<file path="config.mk">
export PLATFORM = sky130hd
export DESIGN_NAME = dvi_encoder
export DESIGN_NICKNAME = d
export VERILOG_FILES = /design/src/rtl/dvi_encoder.sv
export SDC_FILE = /design/constraint.sdc
export NUM_CORES = 1
export LEC_CHECK = 0
export ABC_AREA = 1
export CORE_MARGIN = 2
export CORE_UTILIZATION = 33
export DETAILED_ROUTE_END_ITERATION = 10
export GPL_TIMING_DRIVEN = 0
export SLEW_MARGIN = 20
export SYNTH_ARGS = -nofsm -noshare
export SYNTH_HDL_FRONTEND = slang
export SYNTH_SLANG_ARGS = --single-unit
export TNS_END_PERCENT = 20
</file>
<file path="constraint.sdc">
create_clock -name clk -period 6.25 [get_ports clk]
set_input_delay 1.25 -clock clk [delete_from_list [all_inputs] [get_ports clk]]
set_output_delay 1.25 -clock clk [all_outputs]
set_load 0.005 [all_outputs]
</file>
<file path="src/rtl/dvi_encoder.sv">
// DVI TMDS encoder: expands 4-bit RGB to 8 bits and emits three 10-bit TMDS symbols.
// Stage 1 builds the transition-minimised q_m; stage 2 applies DC balancing or control tokens.
module dvi_encoder #(
    parameter bit HSYNC_ACTIVE_LOW = 1'b1,
    parameter bit VSYNC_ACTIVE_LOW = 1'b1
) (
    input  logic       clk,
    input  logic       reset,
    input  logic [3:0] vga_r,
    input  logic [3:0] vga_g,
    input  logic [3:0] vga_b,
    input  logic       vga_hsync,
    input  logic       vga_vsync,
    input  logic       vga_de,
    output logic [9:0] tmds_ch0,
    output logic [9:0] tmds_ch1,
    output logic [9:0] tmds_ch2
);

    localparam logic [9:0] TokCtl00 = 10'b1101010100;
    localparam logic [9:0] TokCtl01 = 10'b0010101011;
    localparam logic [9:0] TokCtl10 = 10'b0101010100;
    localparam logic [9:0] TokCtl11 = 10'b1010101011;

    function automatic logic [3:0] popcount8(input logic [7:0] v);
        logic [3:0] n;
        n = 4'd0;
        for (int i = 0; i < 8; i++) begin
            n = n + {3'd0, v[i]};
        end
        return n;
    endfunction

    function automatic logic [8:0] transition_min(input logic [7:0] d);
        logic [3:0] n1;
        logic       use_xnor;
        logic [8:0] qm;
        n1       = popcount8(d);
        use_xnor = (n1 > 4'd4) || ((n1 == 4'd4) && !d[0]);
        qm       = '0;
        qm[0]    = d[0];
        for (int i = 1; i < 8; i++) begin
            qm[i] = use_xnor ? ~(qm[i-1] ^ d[i]) : (qm[i-1] ^ d[i]);
        end
        qm[8] = ~use_xnor;
        return qm;
    endfunction

    // Returns {next_cnt, symbol}; diff is N1 - N0 of q_m[7:0].
    function automatic logic [15:0] balance(input logic [8:0] qm, input logic signed [5:0] cnt);
        logic [3:0]        n1;
        logic signed [5:0] diff;
        logic signed [5:0] bias;
        logic signed [5:0] cnt_n;
        logic [9:0]        sym;
        n1   = popcount8(qm[7:0]);
        diff = $signed({1'b0, n1, 1'b0}) - 6'sd8;
        bias = qm[8] ? 6'sd2 : 6'sd0;
        if ((cnt == 6'sd0) || (n1 == 4'd4)) begin
            sym   = {~qm[8], qm[8], (qm[8] ? qm[7:0] : ~qm[7:0])};
            cnt_n = qm[8] ? (cnt + diff) : (cnt - diff);
        end else if (((cnt > 6'sd0) && (n1 > 4'd4)) || ((cnt < 6'sd0) && (n1 < 4'd4))) begin
            sym   = {1'b1, qm[8], ~qm[7:0]};
            cnt_n = cnt + bias - diff;
        end else begin
            sym   = {1'b0, qm[8], qm[7:0]};
            cnt_n = cnt + diff - (6'sd2 - bias);
        end
        return {cnt_n, sym};
    endfunction

    function automatic logic [9:0] control_token(input logic [1:0] ctl);
        logic [9:0] tok;
        unique case (ctl)
            2'b00:   tok = TokCtl00;
            2'b01:   tok = TokCtl01;
            2'b10:   tok = TokCtl10;
            default: tok = TokCtl11;
        endcase
        return tok;
    endfunction

    // Channel order matches the outputs: 0 = blue, 1 = green, 2 = red.
    logic [2:0][7:0] pix;
    logic            hsync_act;
    logic            vsync_act;

    assign pix[0]    = {vga_b, vga_b};
    assign pix[1]    = {vga_g, vga_g};
    assign pix[2]    = {vga_r, vga_r};
    assign hsync_act = HSYNC_ACTIVE_LOW ? ~vga_hsync : vga_hsync;
    assign vsync_act = VSYNC_ACTIVE_LOW ? ~vga_vsync : vga_vsync;

    logic [2:0][8:0] qm_d, qm_q;
    logic            de_q, hsync_q, vsync_q;

    always_comb begin
        qm_d = '0;
        for (int c = 0; c < 3; c++) begin
            qm_d[c] = transition_min(pix[c]);
        end
    end

    always_ff @(posedge clk) begin
        if (reset) begin
            qm_q    <= '0;
            de_q    <= 1'b0;
            hsync_q <= 1'b0;
            vsync_q <= 1'b0;
        end else begin
            qm_q    <= qm_d;
            de_q    <= vga_de;
            hsync_q <= hsync_act;
            vsync_q <= vsync_act;
        end
    end

    logic [2:0][9:0] sym_d, sym_q;
    logic [2:0][5:0] cnt_d, cnt_q;

    always_comb begin
        sym_d = '0;
        cnt_d = '0;
        for (int c = 0; c < 3; c++) begin
            if (de_q) begin
                {cnt_d[c], sym_d[c]} = balance(qm_q[c], $signed(cnt_q[c]));
            end else begin
                cnt_d[c] = '0;
                sym_d[c] = TokCtl00;
            end
        end
        // Only the blue channel carries the sync controls during blanking.
        if (!de_q) begin
            sym_d[0] = control_token({vsync_q, hsync_q});
        end
    end

    always_ff @(posedge clk) begin
        if (reset) begin
            sym_q <= {3{TokCtl00}};
            cnt_q <= '0;
        end else begin
            sym_q <= sym_d;
            cnt_q <= cnt_d;
        end
    end

    assign tmds_ch0 = sym_q[0];
    assign tmds_ch1 = sym_q[1];
    assign tmds_ch2 = sym_q[2];

endmodule

</file>
### Yosys cells after proc, flatten, opt, wreduce, memory -nomap -nowiden

Index checks and enable logic that the tools add are counted.

| word-level totals | value |
|---|---|
| memories | 0 |
| output and inout port bits | 30 |
| input port bits | 17 |
| logic and storage cells | 222 |
| bits in registers | 78 |
| memory bits (read-only) | 0 |
| bits in writable memories | 0 |
| bits in latches | 0 |

| cells by class | value |
|---|---|
| muxes and demuxes | 44 |
| reduce and logical (&&, ||, !) cells | 26 |
| $add $sub $neg | 63 |
| shift-type cells | 0 |
| equality and inequality tests | 8 |
| order comparisons | 15 |
| div/mod/pow operators | 0 |
| bitwise operators | 54 |
| multipliers | 0 |

Operators by type and width:

| kind | count |
|---|---|
| $add A4 B1 Y4 | 24 |
| $mux W10 | 7 |
| $mux W6 | 9 |
| $sub A6 B6 Y6 | 6 |
| $not A1 Y1 | 30 |
| $pmux W10 S3 | 1 |
| $add A3 B1 Y4 | 6 |
| $eq A4 B3 Y1 const B | 6 |
| $gt A4 B3 Y1 const B | 6 |
| $mux W8 | 3 |
| $not A8 Y8 | 3 |
| $mux W1 | 21 |
| $xor A1 B1 Y1 | 21 |
| $add A2 B1 Y3 | 6 |
| $add A6 B3 Y6 | 3 |
| $add A6 B6 Y6 | 3 |
| $gt A6 B1 Y1 const B | 3 |
| $logic_not A6 Y1 | 3 |
| $lt A6 B1 Y1 const B | 3 |
| $sub A5 B4 Y6 const B | 3 |
| $sub A6 B3 Y6 | 3 |
| $add A1 B1 Y2 | 6 |
| $lt A4 B3 Y1 const B | 3 |
| $logic_and A1 B1 Y1 | 9 |
| 8 further kinds | 22 |

### Longest topological paths before layout

| depth | value |
|---|---|
| depth after elaboration | 29 |
| mapped depth | 21 |
| gate-level depth less buffers | 21 |

### Worst setup path after synthesis

Ideal clock, no wire load.

| path | value |
|---|---|
| path kind | reg2reg |
| start point | register qm_q[18] (netlist bit) |
| end point | register cnt_q[17] (netlist bit) |
| arrival | 4196 ps |
| clock period less this slack | 4316 ps |
| slack | 1934 ps |
| required time | 6130 ps |
| setup time | 120 ps |
| cell stages (with the launch flop) | 22 |
| path through | dfxtp_1 inv_1 fa_1 fa_1 fa_1 inv_1 ha_1 fa_1 xnor2_1 inv_1 ha_1 ha_1 inv_1 ha_1 a21oi_1 nand2_1 nand2_1 nand2_1 nor2_1 nor2_1 nand2_1 a21oi_1 |

| on the way | value |
|---|---|
| longest elaborated chain between the ends | 12 |
| elaborated cells between the ends (all ways) | 22 |
| classes of those cells | add/sub: 12; order compare: 2; eq/ne: 1; mux: 3; reduce/logical: 4 |

RTL lines:

| element | RTL line | text |
|---|---|---|
| from (decl) | 94 | `logic [2:0][8:0] qm_d, qm_q;` |
| from (signal assigned) | 111 | `qm_q <= qm_d;` |
| $add A1 B1 Y2 (*) | 29 | `n = n + {3'd0, v[i]};` |
| $add A2 B1 Y3 (*) | 29 |  |
| $add A3 B1 Y4 (*) | 29 |  |
| $add A4 B1 Y4 (*) (4 in series) | 29 |  |
| $sub A5 B4 Y6, or another cell as far along | 57 | `diff = $signed({1'b0, n1, 1'b0}) - 6'sd8;` |
| $add A6 B6 Y6 / $logic_and A1 B1 Y1 (equally long branches) | 61, 67, 62 |  |
| $sub A6 B3 Y6 / $logic_or A1 B1 Y1 (equally long branches) | 67, 62 |  |
| $mux W6 | 62 | `end else if (((cnt > 6'sd0) && (n1 > 4'd4)) \|\| ((cnt < 6'sd0) && (n1 < 4'd4))) begin` |
| $mux W6 (*) | 59 | `if ((cnt == 6'sd0) \|\| (n1 == 4'd4)) begin` |
| to (signal assigned) | 144 | `cnt_q <= cnt_d;` |
| to (decl) | 119 | `logic [2:0][5:0] cnt_d, cnt_q;` |

Every way passes the cells marked *; elsewhere a longest branch is shown, timed or not.
A chain may end at the register's enable or synchronous reset.

### Worst setup path in the final report

| path | value |
|---|---|
| start point | register qm_q[0] (netlist bit) |
| end point | register cnt_q[5] (netlist bit) |

The elaborated chain is that of the path after synthesis.

==> run_results.csv <==
group,metric,value,unit
cts,cts_buffers,9,
layout,mostFrequentLayoutCells,"nand2_1 (126), inv_1 (114), nor2_1 (80)",
route,first_iter_violations,213,
die,core,0.0171,mm^2
synthesis,synth_edf_count,0,
layout,diodes,0,
synthesis,ys_seq_area_frac,0.262,
layout,nets,915,
setup_path,crit_arrival,4930,ps
layout,final_common_cell,"nand2_1",
synthesis,ys_warn_count,0,
hold_path,worstHoldPathType,"register to register",
synthesis,syn_inst,735,
cts,cts_hold_buf,0,
synthesis,netlist_area,0.00572,mm^2
sta,hold_viol_final,0,
cts,post_cts_buffers,0,
synthesis,async_flop_share,0,
synthesis,syn_area_per_cell,7.79,um^2
setup_path,path_class,"register to register",
cts,cts_tree,"built",
setup_path,start_kind,"register",
route,routed_via_density,4.50,
layout,fillerInstances,1769,
run_status,status,"finished, final reports clean",
die,initial_core_util,0.334,
grt,grt_pass1_vias,4466,
grt,antenna_found_initial,0,
sta,slew_violations,0,
route,via_count,4597,
synthesis,ys_top_cells_by_area,"dfxtp_1 (26%), ha_1 (16%), fa_1 (12%)",
layout,syn_to_final_growth,17.7,%
cts,cts-root-buf,"clkbuf_16",
route,wl,12500,um
cts,htreeDepth,3,
synthesis,yosys.area.top_type_share,0.262,
cts,path_clk_slew,60,ps
synthesis,synth-seq-cells,75,
cts,cts_max_path_buffers,2,
grt,grt_use_total,0.145,
run,cap_violations,0,
route,ant_nets,0,
place,placed_area,0.00647,mm^2
cts,clock_latency,330,ps
sta,fin_crit_sh,0.747,
die,num_io_pins,47,
sta,clock_skew,9.48,ps
setup_path,path_max_fanout,3,
die,chipWidth,136,um
setup_path,reg2reg_slack,1580,ps
sta,maxSlewHeadroom,0.602,
sta,tightest_slew,591,ps
die,die-height,136,um
grt,grt_overflow_total,0,
layout,drive_gt1_frac,0.0477,
die,rows,48,
route,firstDrtPassIters,4,
synthesis,synth_top_area_cell,"dfxtp_1",
setup_path,end_kind,"register",
synthesis,synthFlopType,"dfxtp_1",
synthesis,synth.distinct_cells,33,
route,wl_per_cell,12.2,um
grt,grt_first_pass_wirelength,21200,um
sta,rsz0062_at_grt,"false",
place,place_congestion,0.871,
sta,min_period,4670,ps
die,die-area,0.0184,mm^2
sta,setup_viol,0,
synthesis,syn_nets,858,
cts,cts-resized-gates,0,
place,dp.final_hpwl,10200,um
sta,max_freq,0.214,GHz
route,drc,0,
sta,setup_tns,0,ps
layout,design_area,0.00674,mm^2
place,io_buffers,46,
grt,grt_max_degree,14,
setup_path,crit_required,6520,ps
cts,clock_sinks,75,
## per-stage QoR
stage                     setup slack [ps]  instances  hold slack [ps]   util
after detailed placement              1520       1006              481  0.378
after global placement                1610       1006              471  0.378
after floorplan                       1930        735              429      -
final                                 1580       1022              484  0.394
after CTS                             1520       1022              494  0.394
after global routing                  1280       1022              519  0.394
## final cells by class
cell class,count,area (um^2),share of cell area
Buffer,7,38.8,0.00576
Clock inverter,6,41.3,0.00613
Tap cell,225,282,0.0418
Multi-Input combinational cell,535,3740,0.555
Clock buffer,10,229,0.0340
Timing Repair Buffer,46,460,0.0684
Inverter,118,443,0.0658
Sequential cell,75,1500,0.223
## flip-flops by register name (all words and copies together), names as in the netlist
register  cells
qm_q         27
cnt_q        15
tmds_ch0     10
tmds_ch1     10
tmds_ch2     10
de_q          1
hsync_q       1
vsync_q       1
## synthesized netlist by cell type (19+ instances only)
| master | count |
|---|---|
| nand2_1 | 126 |
| inv_1 | 114 |
| nor2_1 | 80 |
| dfxtp_1 | 75 |
| ha_1 | 73 |
| nand3_1 | 56 |
| a21oi_1 | 46 |
| o21ai_0 | 39 |
| fa_1 | 33 |
| xor2_1 | 21 |
| xnor2_1 | 19 |
## worst max-delay path, stage by stage, from the launching register on
cell	delay [ps]
dfxtp_1	320
inv_1	70
fa_1	590
fa_1	440
fa_1	500
inv_1	40
ha_1	200
fa_1	390
xnor2_1	260
inv_1	150
ha_1	320
inv_1	70
fa_1	560
nand2_1	60
o21ai_0	220
xor2_1	210
a21oi_1	90
a21oi_1	110
## cell families after synthesis
logic type / after synthesis / synth area share
fa+ha+maj: 106 / 0.275
flops: 75 / 0.262
buf+inv: 125 / 0.0842
xor+xnor: 40 / 0.0612
compound gates: 103 / 0.101
simple gates: 286 / 0.216
## path summary, 6_finish.rpt
check	cells past startpoint	start	end
max reg2reg	17	qm_q[0]$_SDFF_PP0_	cnt_q[5]$_SDFF_PP0_
min	2	qm_q[24]$_SDFF_PP0_	tmds_ch2[6]$_SDFF_PP1_
min reg2reg	2	qm_q[24]$_SDFF_PP0_	tmds_ch2[6]$_SDFF_PP1_
max	17	qm_q[0]$_SDFF_PP0_	cnt_q[5]$_SDFF_PP0_
## per-layer routing
metal	routed length, um	share of wire	global-route usage	vias up
li1	-	-	-	2435
met1	6190	0.49	0.195	2068
met2	5710	0.46	0.234	82
met3	436	0.035	0.0262	12
met4	172	0.014	0.0480	0
met5	0	0	0	-
Power is left out: the tool's default activity adds up to more than one toggle a clock period on the data nets, which glitch-free logic cannot reach.
